===== config.mk =====
export PLATFORM = sky130hd
export DESIGN_NAME = symbol_seq_detector
export DESIGN_NICKNAME = d
export VERILOG_FILES = /design/src/rtl/symbol_seq_detector.sv
export SDC_FILE = /design/constraint.sdc
export NUM_CORES = 1
export LEC_CHECK = 0
export ABC_CLOCK_PERIOD_IN_PS = 7800
export CAP_MARGIN = 20
export CORE_UTILIZATION = 35
export DETAILED_ROUTE_END_ITERATION = 10
export SYNTH_ARGS = -nofsm -noshare
export SYNTH_HDL_FRONTEND = slang
export SYNTH_SLANG_ARGS = --single-unit

===== constraint.sdc =====
create_clock -name clock -period 7.8 [get_ports clock]
set_input_delay 1.56 -clock clock [delete_from_list [all_inputs] [get_ports clock]]
set_output_delay 1.56 -clock clock [all_outputs]
set_load 0.01 [all_outputs]

===== src/rtl/symbol_seq_detector.sv =====
// rtl/symbol_seq_detector.sv - overlap-aware 4-symbol sequence detector with saturating match/toggle counters
module symbol_seq_detector #(
    parameter logic [1:0] P0 = 2'd3,
    parameter logic [1:0] P1 = 2'd0,
    parameter logic [1:0] P2 = 2'd1,
    parameter logic [1:0] P3 = 2'd2,
    parameter int         CW = 8,
    parameter int         TW = 16
) (
    input  logic          clock,
    input  logic          reset,
    input  logic [1:0]    data,
    input  logic          enable,
    input  logic          clear,
    output logic          dummy,
    output logic [CW-1:0] match_count,
    output logic [TW-1:0] toggle_count,
    output logic [1:0]    fsm_state
);

    typedef enum logic [1:0] {S0, S1, S2, S3} state_t;

    localparam logic [1:0] PAT [4] = '{P0, P1, P2, P3};

    // Longest suffix (capped at lim) of (first n pattern symbols + s) that is also a pattern prefix.
    function automatic logic [2:0] suffix_len(input int n, input logic [1:0] s, input int lim);
        logic [2:0] best;
        logic       ok;
        logic [1:0] sym;
        int         idx;
        best = 3'd0;
        for (int l = 1; l <= 4; l++) begin
            if (l <= n + 1 && l <= lim) begin
                ok = 1'b1;
                for (int j = 0; j < 4; j++) begin
                    if (j < l) begin
                        idx = n + 1 - l + j;
                        sym = (idx == n) ? s : PAT[idx[1:0]];
                        if (sym != PAT[j[1:0]]) ok = 1'b0;
                    end
                end
                if (ok) best = 3'(l);
            end
        end
        return best;
    endfunction

    localparam logic [2:0] FB_DETECT = suffix_len(3, P3, 3);

    state_t        state_q, state_d;
    logic          dummy_q, dummy_d;
    logic [CW-1:0] match_q, match_d;
    logic [TW-1:0] toggle_q, toggle_d;
    logic [1:0]    prev_q, prev_d;

    logic [2:0]    depth;
    logic [1:0]    flips;
    logic [1:0]    pop;
    logic [TW:0]   tsum;

    always_ff @(posedge clock or negedge reset) begin
        if (!reset) begin
            state_q  <= S0;
            dummy_q  <= 1'b0;
            match_q  <= '0;
            toggle_q <= '0;
            prev_q   <= 2'd0;
        end else begin
            state_q  <= state_d;
            dummy_q  <= dummy_d;
            match_q  <= match_d;
            toggle_q <= toggle_d;
            prev_q   <= prev_d;
        end
    end

    always_comb begin
        state_d  = state_q;
        dummy_d  = 1'b0;
        match_d  = match_q;
        toggle_d = toggle_q;
        prev_d   = prev_q;
        depth    = suffix_len(int'(state_q), data, 4);
        flips    = data ^ prev_q;
        pop      = {1'b0, flips[1]} + {1'b0, flips[0]};
        tsum     = {1'b0, toggle_q} + (TW+1)'(pop);

        if (clear) begin
            state_d  = S0;
            match_d  = '0;
            toggle_d = '0;
            prev_d   = data;
        end else if (enable) begin
            if (depth == 3'd4) begin
                dummy_d = 1'b1;
                state_d = state_t'(FB_DETECT[1:0]);
                if (match_q != {CW{1'b1}}) match_d = match_q + CW'(1);
            end else begin
                state_d = state_t'(depth[1:0]);
            end
            // Overflow bit of the widened sum selects saturation, covering +2 at all-ones-minus-one.
            toggle_d = tsum[TW] ? {TW{1'b1}} : tsum[TW-1:0];
            prev_d   = data;
        end
    end

    assign dummy        = dummy_q;
    assign match_count  = match_q;
    assign toggle_count = toggle_q;
    assign fsm_state    = state_q;

endmodule


==> summary.txt, run 1 <==
Worst setup path
  – Worst Path Max Fanout: 7
  – Crit path arrival time: 4.01 ns
  – Critical Path Max Stage Delay: 0.64 ns
  – Required time worst endpoint: 7.99 ns
  – Cell family with most CP delay: simple AND/OR/NAND/NOR gates
  – Worst path depth: 9
  – Crit Path Class: in2reg
  – Worst Setup Start Kind: primary input
  – R2R cell count: 11
  – Slowest cell on the critical path: clkdlybuf4s50_1
  – Critical path buffers and inverters: 2
  – CP endpoint kind: register
  – Critical-path cell list: clkdlybuf4s50_1, xnor2_1, fa_1, inv_1, ha_1, nand3_1, or3_1, and3_1, nor3_1

Synth
  – Share of the synthesized area in the top cell type: 0.350
  – Synth area leaders: dfrtp_1 35%, ha_1 10%, nor2_1 3.8%
  – Syn Nets: 247
  – Most numerous cell in the Yosys netlist: dfrtp_1
  – Distinct cell type count after synthesis: 52
  – Largest area contributor in the netlist: dfrtp_1
  – Seq/Total Area, Yosys: 0.350
  – Yosys Warn Count: 0
  – Mean Syn Cell Area: 9.30 um2
  – Post-synth ARST share: 1.00
  – Mapped Cells: 223
  – EDFF count, synth: 0
  – Yosys reg bits: 29
  – Ys flop type: dfrtp_1
  – List of most frequent post-synthesis cells: 29 x dfrtp_1, 21 x nor2_1, 17 x ha_1
  – Post-Syn Area: 0.00207 mm2

Clocking
  – CTS Hold Bufs: 0
  – Post CTS Setup Buffer Count: 0
  – Clk root buf: clkbuf_8
  – Clock latency on the worst-skew pair: 0.28 ns
  – Num Clock Sinks: 29
  – H-tree lvl count: 2
  – CTS Buf Count: 5
  – Clock Tree Buf Depth: 2
  – Worst-path clk slew: 0.06 ns
  – CTS tree: yes
  – Post-CTS Resized: 0

Die
  – Die width: 79.0 um
  – Initial Utilization: 0.370
  – Die Ht: 79.0 um
  – Io pins: 33
  – Rows: 27
  – Die area: 0.00624 mm2
  – Core ar.: 0.00561 mm2

GRT
  – Vias in the first global route: 1682
  – Total gr overflow: 0
  – Global-route wire length before repair: 7650 um
  – Initial antenna violation count: 0
  – GRT Total Usage: 0.152
  – Largest net degree at the start of global routing: 32

Timing
  – Max-slew violations: 0
  – Worst-Margin Slew: 0.762 ns
  – Final period util: 0.490
  – Final-report hold violation count: 0
  – RSZ-0062 raised after global routing: no
  – Setup Viol. Count Final: 0
  – Max Clk Rate: 262 MHz
  – Hold slack: 0.526 ns
  – Relative slew slack: 0.490
  – Setup TNS: 0 ns
  – Final worst clock skew: 0.00604 ns
  – Crit path time final: 3.82 ns

Final layout
  – Multi-input logic area: 0.00124 mm2
  – Layout cells sized above 1: 0.0863
  – FF+latch area: 726 um2
  – Filler cell count: 547
  – Final-stage net count: 279
  – Area grow syn2layout: 22.2%
  – Antenna Cells: 0

Power
  – LEAKAGE: 1.05 nW
  – VDD IR-drop max: 0.0632 mV
  – Power density over the cells: 135 mW/mm2

Route
  – Vias per inst: 5.28
  – Detailed Route Iter0 Violations: 82
  – Avg WL per Cell: 13.3 um
  – DRT Pass-1 Iters: 4
  – Vias post-DR: 1728
  – Post-DRT Antenna Nets: 0
  – Final wirelength: 4360 um
  – DR DRC count: 0

Min path
  – Hold depth: 1
  – Worst hold path class: reg2reg

Flow run
  – Max-Cap Viols: 0

Placement
  – Placer Congestion: 0.770
  – HPWL Detailed: 3020 um
  – IO Port Bufs: 32

Outcome
  – Status: completed
==> cells by family after synthesis <==
logic type	after synthesis	share of synthesized area
AOI/OAI and AO/OA	44	0.155
buffers and inverters	25	0.0543
adders and majority gates	18	0.112
xor gates and xnor gates	5	0.0283
DFF	29	0.350
muxes	8	0.0434
and+or+nand+nor	94	0.257
==> cell type report <==
| cell class | count | share of cell area |
|---|---|---|
| multi-input cells | 169 | 0.488 |
| flip-flops and latches | 29 | 0.286 |
| inverters | 15 | 0.0222 |
| clock buffers | 7 | 0.0341 |
| well taps | 72 | 0.0355 |
| repair buffers | 35 | 0.134 |
==> per-layer routing <==
layer	GRT usage	up-vias	part of all wire	routed length, um
li1	-	873	-	-
met1	0.208	822	0.51	2210
met2	0.241	29	0.45	1950
met3	0.0299	4	0.034	146
met4	0.0473	0	0.010	44
met5	0	-	0	0
==> stage by stage <==
step / power, W / utilization / instance area (um2) / cells / worst slack, ns
2_1_floorplan: 0.000201 / - / 2070 / 223 / 4.53
4_1_cts: 0.000346 / 0.451 / 2530 / 326 / 3.99
3_3_place_gp: 0.000219 / 0.436 / 2440 / 319 / 3.70
3_5_place_dp: 0.000220 / 0.436 / 2440 / 319 / 3.71
5_1_grt: 0.000360 / 0.452 / 2530 / 327 / 3.69
6_report: 0.000342 / 0.452 / 2530 / 327 / 3.98
==> path summary, 6_finish.rpt <==
path	from	end	slack [ns]
worst min register to register	prev_q[1]	prev_q[1]	0.53
worst max register to register	fsm_state[0]	fsm_state[0]	4.72
max in group asynchronous	reset	match_count[5]	5.86
worst max-delay path	data[0]	toggle_count[13]	3.98
worst min-delay path	prev_q[1]	prev_q[1]	0.53
min in group asynchronous	reset	toggle_count[13]	1.66
==> sequential cells by signal (all words and copies together), names as in the netlist <==
signal	cells
dummy	1
prev_q	2
toggle_count	16
fsm_state	2
match_count	8
==> cells in the final DEF, fill, tap and decap left out, types with 3 or more instances in the layout <==
master,Yosys,routed
a211oi_1,7,7
a21oi_1,10,10
a311oi_1,4,4
a31oi_1,5,5
and2_1,3,3
and3_1,7,7
clkbuf_8,0,6
clkdlybuf4s50_1,0,32
dfrtp_1,29,29
ha_1,17,17
inv_1,15,15
mux2_2,4,4
mux2i_1,3,3
nand2_1,9,9
nand3_1,8,8
nand3b_1,3,3
nand4_1,4,4
nor2_1,21,21
nor2b_1,7,7
nor3_1,11,11
nor3b_1,3,3
o21ai_0,5,5
or3_1,4,4
xnor2_1,4,4
==> where the power goes <==
group          leakage [nW]  switching [W]  internal (W)  total (W)
clock network        0.0443      0.0000549     0.0000699   0.000125
logic                 0.609      0.0000324     0.0000275  0.0000599
registers             0.398     0.00000385      0.000153   0.000157
==> worst register-to-register path, stage by stage (launching register included) <==
cell,delay (ns)
dfrtp_1,0.56
inv_1,0.14
ha_1,0.43
xnor2_1,0.36
ha_1,0.21
inv_1,0.04
ha_1,0.25
nor4b_1,0.21
nand3_1,0.15
o211a_1,0.26
a211oi_1,0.22
o21ai_0,0.12
Note: power is estimated with default switching activity, not from simulation.
==> inputs of run 2 (changes only) <==
- ABC_CLOCK_PERIOD_IN_PS: 7800 -> 3780
- clock period: 7.8 -> 3.78 ns (I/O delays scaled with it)
==> run 2 against run 1 <==
  * Via count decreased by 0.52%
  * Flip-flop and latch count unchanged
  * Sequential share of layout area about the same
  * Largest power group unchanged
  * Utilization about the same
  * Worst setup slack got worse by 3.2 ns
  * Power increased by 100%
==> summary.txt, run 2 (same netlist as run 1, synthesis figures left out) <==
Outcome
  – Status: completed

Min path
  – Min-delay src: prev_q[0]
  – Worst-case hold path end point: prev_q[0]
  – Worst hold path class: reg2reg
  – Hold depth: 1 (unchanged)

Timing
  – Worst-Margin Slew: 0.672 ns (-0.0897 ns)
  – Max-slew violations: 0 (unchanged)
  – Setup Viol. Count Final: 0 (unchanged)
  – Final period util: 0.801
  – Hold slack: 0.532 ns (+0.00610 ns)
  – RSZ-0062 raised after global routing: no
  – Final worst clock skew: 0.00422 ns (-0.00182 ns)
  – Relative slew slack: 0.552 (+0.0614)
  – Setup TNS: 0 ns (unchanged)
  – Max Clk Rate: 330 MHz
  – Final-report hold violation count: 0 (unchanged)
  – Crit path time final: 3.03 ns

Worst setup path
  – Slowest cell on the critical path: dfrtp_1
  – Flop-to-flop setup slack: 0.75 ns (-3.97 ns)
  – Cell family with most CP delay: adder cells
  – Reg-to-Reg End: fsm_state[1]
  – Worst Setup Start Kind: register
  – Crit Path Class: reg2reg
  – Critical Path Max Stage Delay: 0.55 ns (-0.09 ns)
  – Critical-path cell list: inv_1, ha_1, xnor2_1, ha_1, inv_1, ha_1, nor4b_1, nand3_1, o211a_1, nor3_1, o32ai_1
  – R2R cell count: 11 (unchanged)
  – CP endpoint kind: register
  – Critical path's most frequent cell: ha_1
  – Critical path buffers and inverters: 2 (unchanged)
  – Crit path arrival time: 3.18 ns (-0.83 ns)
  – Worst Path Max Fanout: 9 (+2)
  – Required time worst endpoint: 3.93 ns (-4.06 ns)
  – FF-to-FF Start: fsm_state[0]

GRT
  – Largest net degree at the start of global routing: 30 (-6.3%)
  – Vias in the first global route: 1630 (-3.1%)
  – Total gr overflow: 0 (unchanged)
  – Initial antenna violation count: 0 (unchanged)
  – Global-route wire length before repair: 7780 um (+1.7%)
  – Grt met2 use: 0.227 (-0.0147)
  – GR Util met1: 0.226 (+0.0175)
  – Most Crowded Layer GR: met2
  – Met3 Use GR: 0.0310 (+0.00115)
  – GRT Total Usage: 0.154 (+0.00185)

Route
  – Avg WL per Cell: 13.4 um (+0.76%)
  – Final wirelength: 4420 um (+1.4%)
  – Post-DRT Antenna Nets: 0 (unchanged)
  – Vias per inst: 5.22 (-1.1%)
  – DR DRC count: 0 (unchanged)
  – DRT Pass-1 Iters: 4 (unchanged)
  – Detailed Route Iter0 Violations: 120 (+46%)
  – Vias post-DR: 1719 (-0.52%)

Power
  – Cell internal pwr: 0.000504 W (+100%)
  – Clock Power Share: 0.350 (-0.015)
  – Comb pwr share: 0.181 (+0.006)
  – P_sw: 0.000187 W (+110%)
  – LEAKAGE: 1.05 nW (about the same)
  – VDD IR-drop max: 0.211 mV (+230%)
  – Sw Share: 0.271 (+0.00399)
  – Power density over the cells: 273 mW/mm2 (+100%)
  – Share of power burned in registers: 0.469 (+0.009)

Die
  – Core ar.: 0.00561 mm2 (unchanged)
  – Initial Utilization: 0.370 (unchanged)
  – Rows: 27 (unchanged)
  – Io pins: 33 (unchanged)
  – Die width: 79.0 um (unchanged)
  – Die area: 0.00624 mm2 (unchanged)
  – Die Ht: 79.0 um (unchanged)

Placement
  – Inst Count DP: 320 (+0.31%)
  – HPWL Detailed: 3140 um (+3.9%)
  – IO Port Bufs: 32 (unchanged)
  – Placed cell areas: 0.00245 mm2 (+0.31%)
  – Placer Congestion: 0.802 (+4.1%)

Final layout
  – Area grow syn2layout: 22.3% (about the same)
  – Max reg flops: 16 (unchanged)
  – Utilization after layout: 0.452 (about the same)
  – Most frequent cells in the layout: 32 x clkdlybuf4s50_1, 29 x dfrtp_1, 21 x nor2_1, 17 x ha_1, 15 x inv_1
  – Leading cell type in the layout, fill and taps excluded: clkdlybuf4s50_1
  – Final-stage net count: 280 (+0.36%)
  – Non-filler cells, final: 329 (+0.61%)
  – Antenna Cells: 0 (unchanged)
  – Final instance area: 0.00254 mm2 (about the same)
  – Layout cells sized above 1: 0.0856 (-0.000671)

Clocking
  – Clk root buf: clkbuf_8
  – CTS Buf Count: 5 (unchanged)
  – CTS tree: yes
  – H-tree lvl count: 2 (unchanged)
  – Post CTS Setup Buffer Count: 0 (unchanged)
  – Post-CTS Resized: 0 (unchanged)
  – CTS Hold Bufs: 0 (unchanged)
  – Clock latency on the worst-skew pair: 0.28 ns (about the same)
  – Worst-path clk slew: 0.06 ns (about the same)
  – Clock Tree Buf Depth: 2 (unchanged)
  – Num Clock Sinks: 29 (unchanged)

Flow run
  – Max-Cap Viols: 0 (unchanged)
## run 2: cell count changes in the layout (fill, tap and decap cells not counted), sizes merged
cell    previous run  this run
clkbuf             7         8
buf                3         4
## run 2: area by class of cell
class,count,area [um2]
sequential,29,726
clock buffer,8,80.1
inverter,15,56.3
fill,572,3070
tap,72,90.1
timing repair buffer,36,348
multi-input combinational,169,1240
## run 2: power groups by stage
stage / logic [W] / registers (W) / clock network (W)
after detailed placement: 0.000126 / 0.000330 / 0
final: 0.000125 / 0.000324 / 0.000242
after CTS: 0.000126 / 0.000324 / 0.000251
after global routing: 0.000144 / 0.000325 / 0.000268
after floorplan: 0.0000851 / 0.000330 / 0
after global placement: 0.000125 / 0.000330 / 0
## run 2: how the worst max path moves through the flow
stage | depth (start not counted) | to | from | slack (ns)
floorplan | 12 | fsm_state[1] | fsm_state[0] | 1.0
global placement | 10 | toggle_count[14] | data[0] | 0.62
detailed placement | 9 | toggle_count[13] | data[0] | 0.52
CTS | 11 | fsm_state[1] | fsm_state[0] | 0.73
global route | 11 | fsm_state[1] | fsm_state[1] | 0.49
finish | 11 | fsm_state[1] | fsm_state[0] | 0.75
## run 2: worst register-to-register path, cell delays in order, from the launching register on
cell     delay [ns]
dfrtp_1        0.55
inv_1          0.15
ha_1           0.43
xnor2_1        0.37
ha_1           0.21
inv_1          0.04
ha_1           0.25
nor4b_1        0.21
nand3_1        0.16
o211a_1        0.26
nor3_1         0.17
o32ai_1        0.11
## run 2: per-layer routing
| layer | vias to the layer above | share of wire |
|---|---|---|
| met4 | 0 | 0.010 |
| met5 | - | 0 |
| li1 | 880 | - |
| met3 | 5 | 0.048 |
| met2 | 42 | 0.42 |
| met1 | 792 | 0.52 |
## run 2: per-stage QoR
step           setup slack [ns]  power [W]
2_1_floorplan             0.996   0.000415
3_3_place_gp              0.616   0.000455
3_5_place_dp              0.515   0.000456
4_1_cts                   0.727   0.000701
5_1_grt                   0.489   0.000736
6_report                  0.754   0.000691
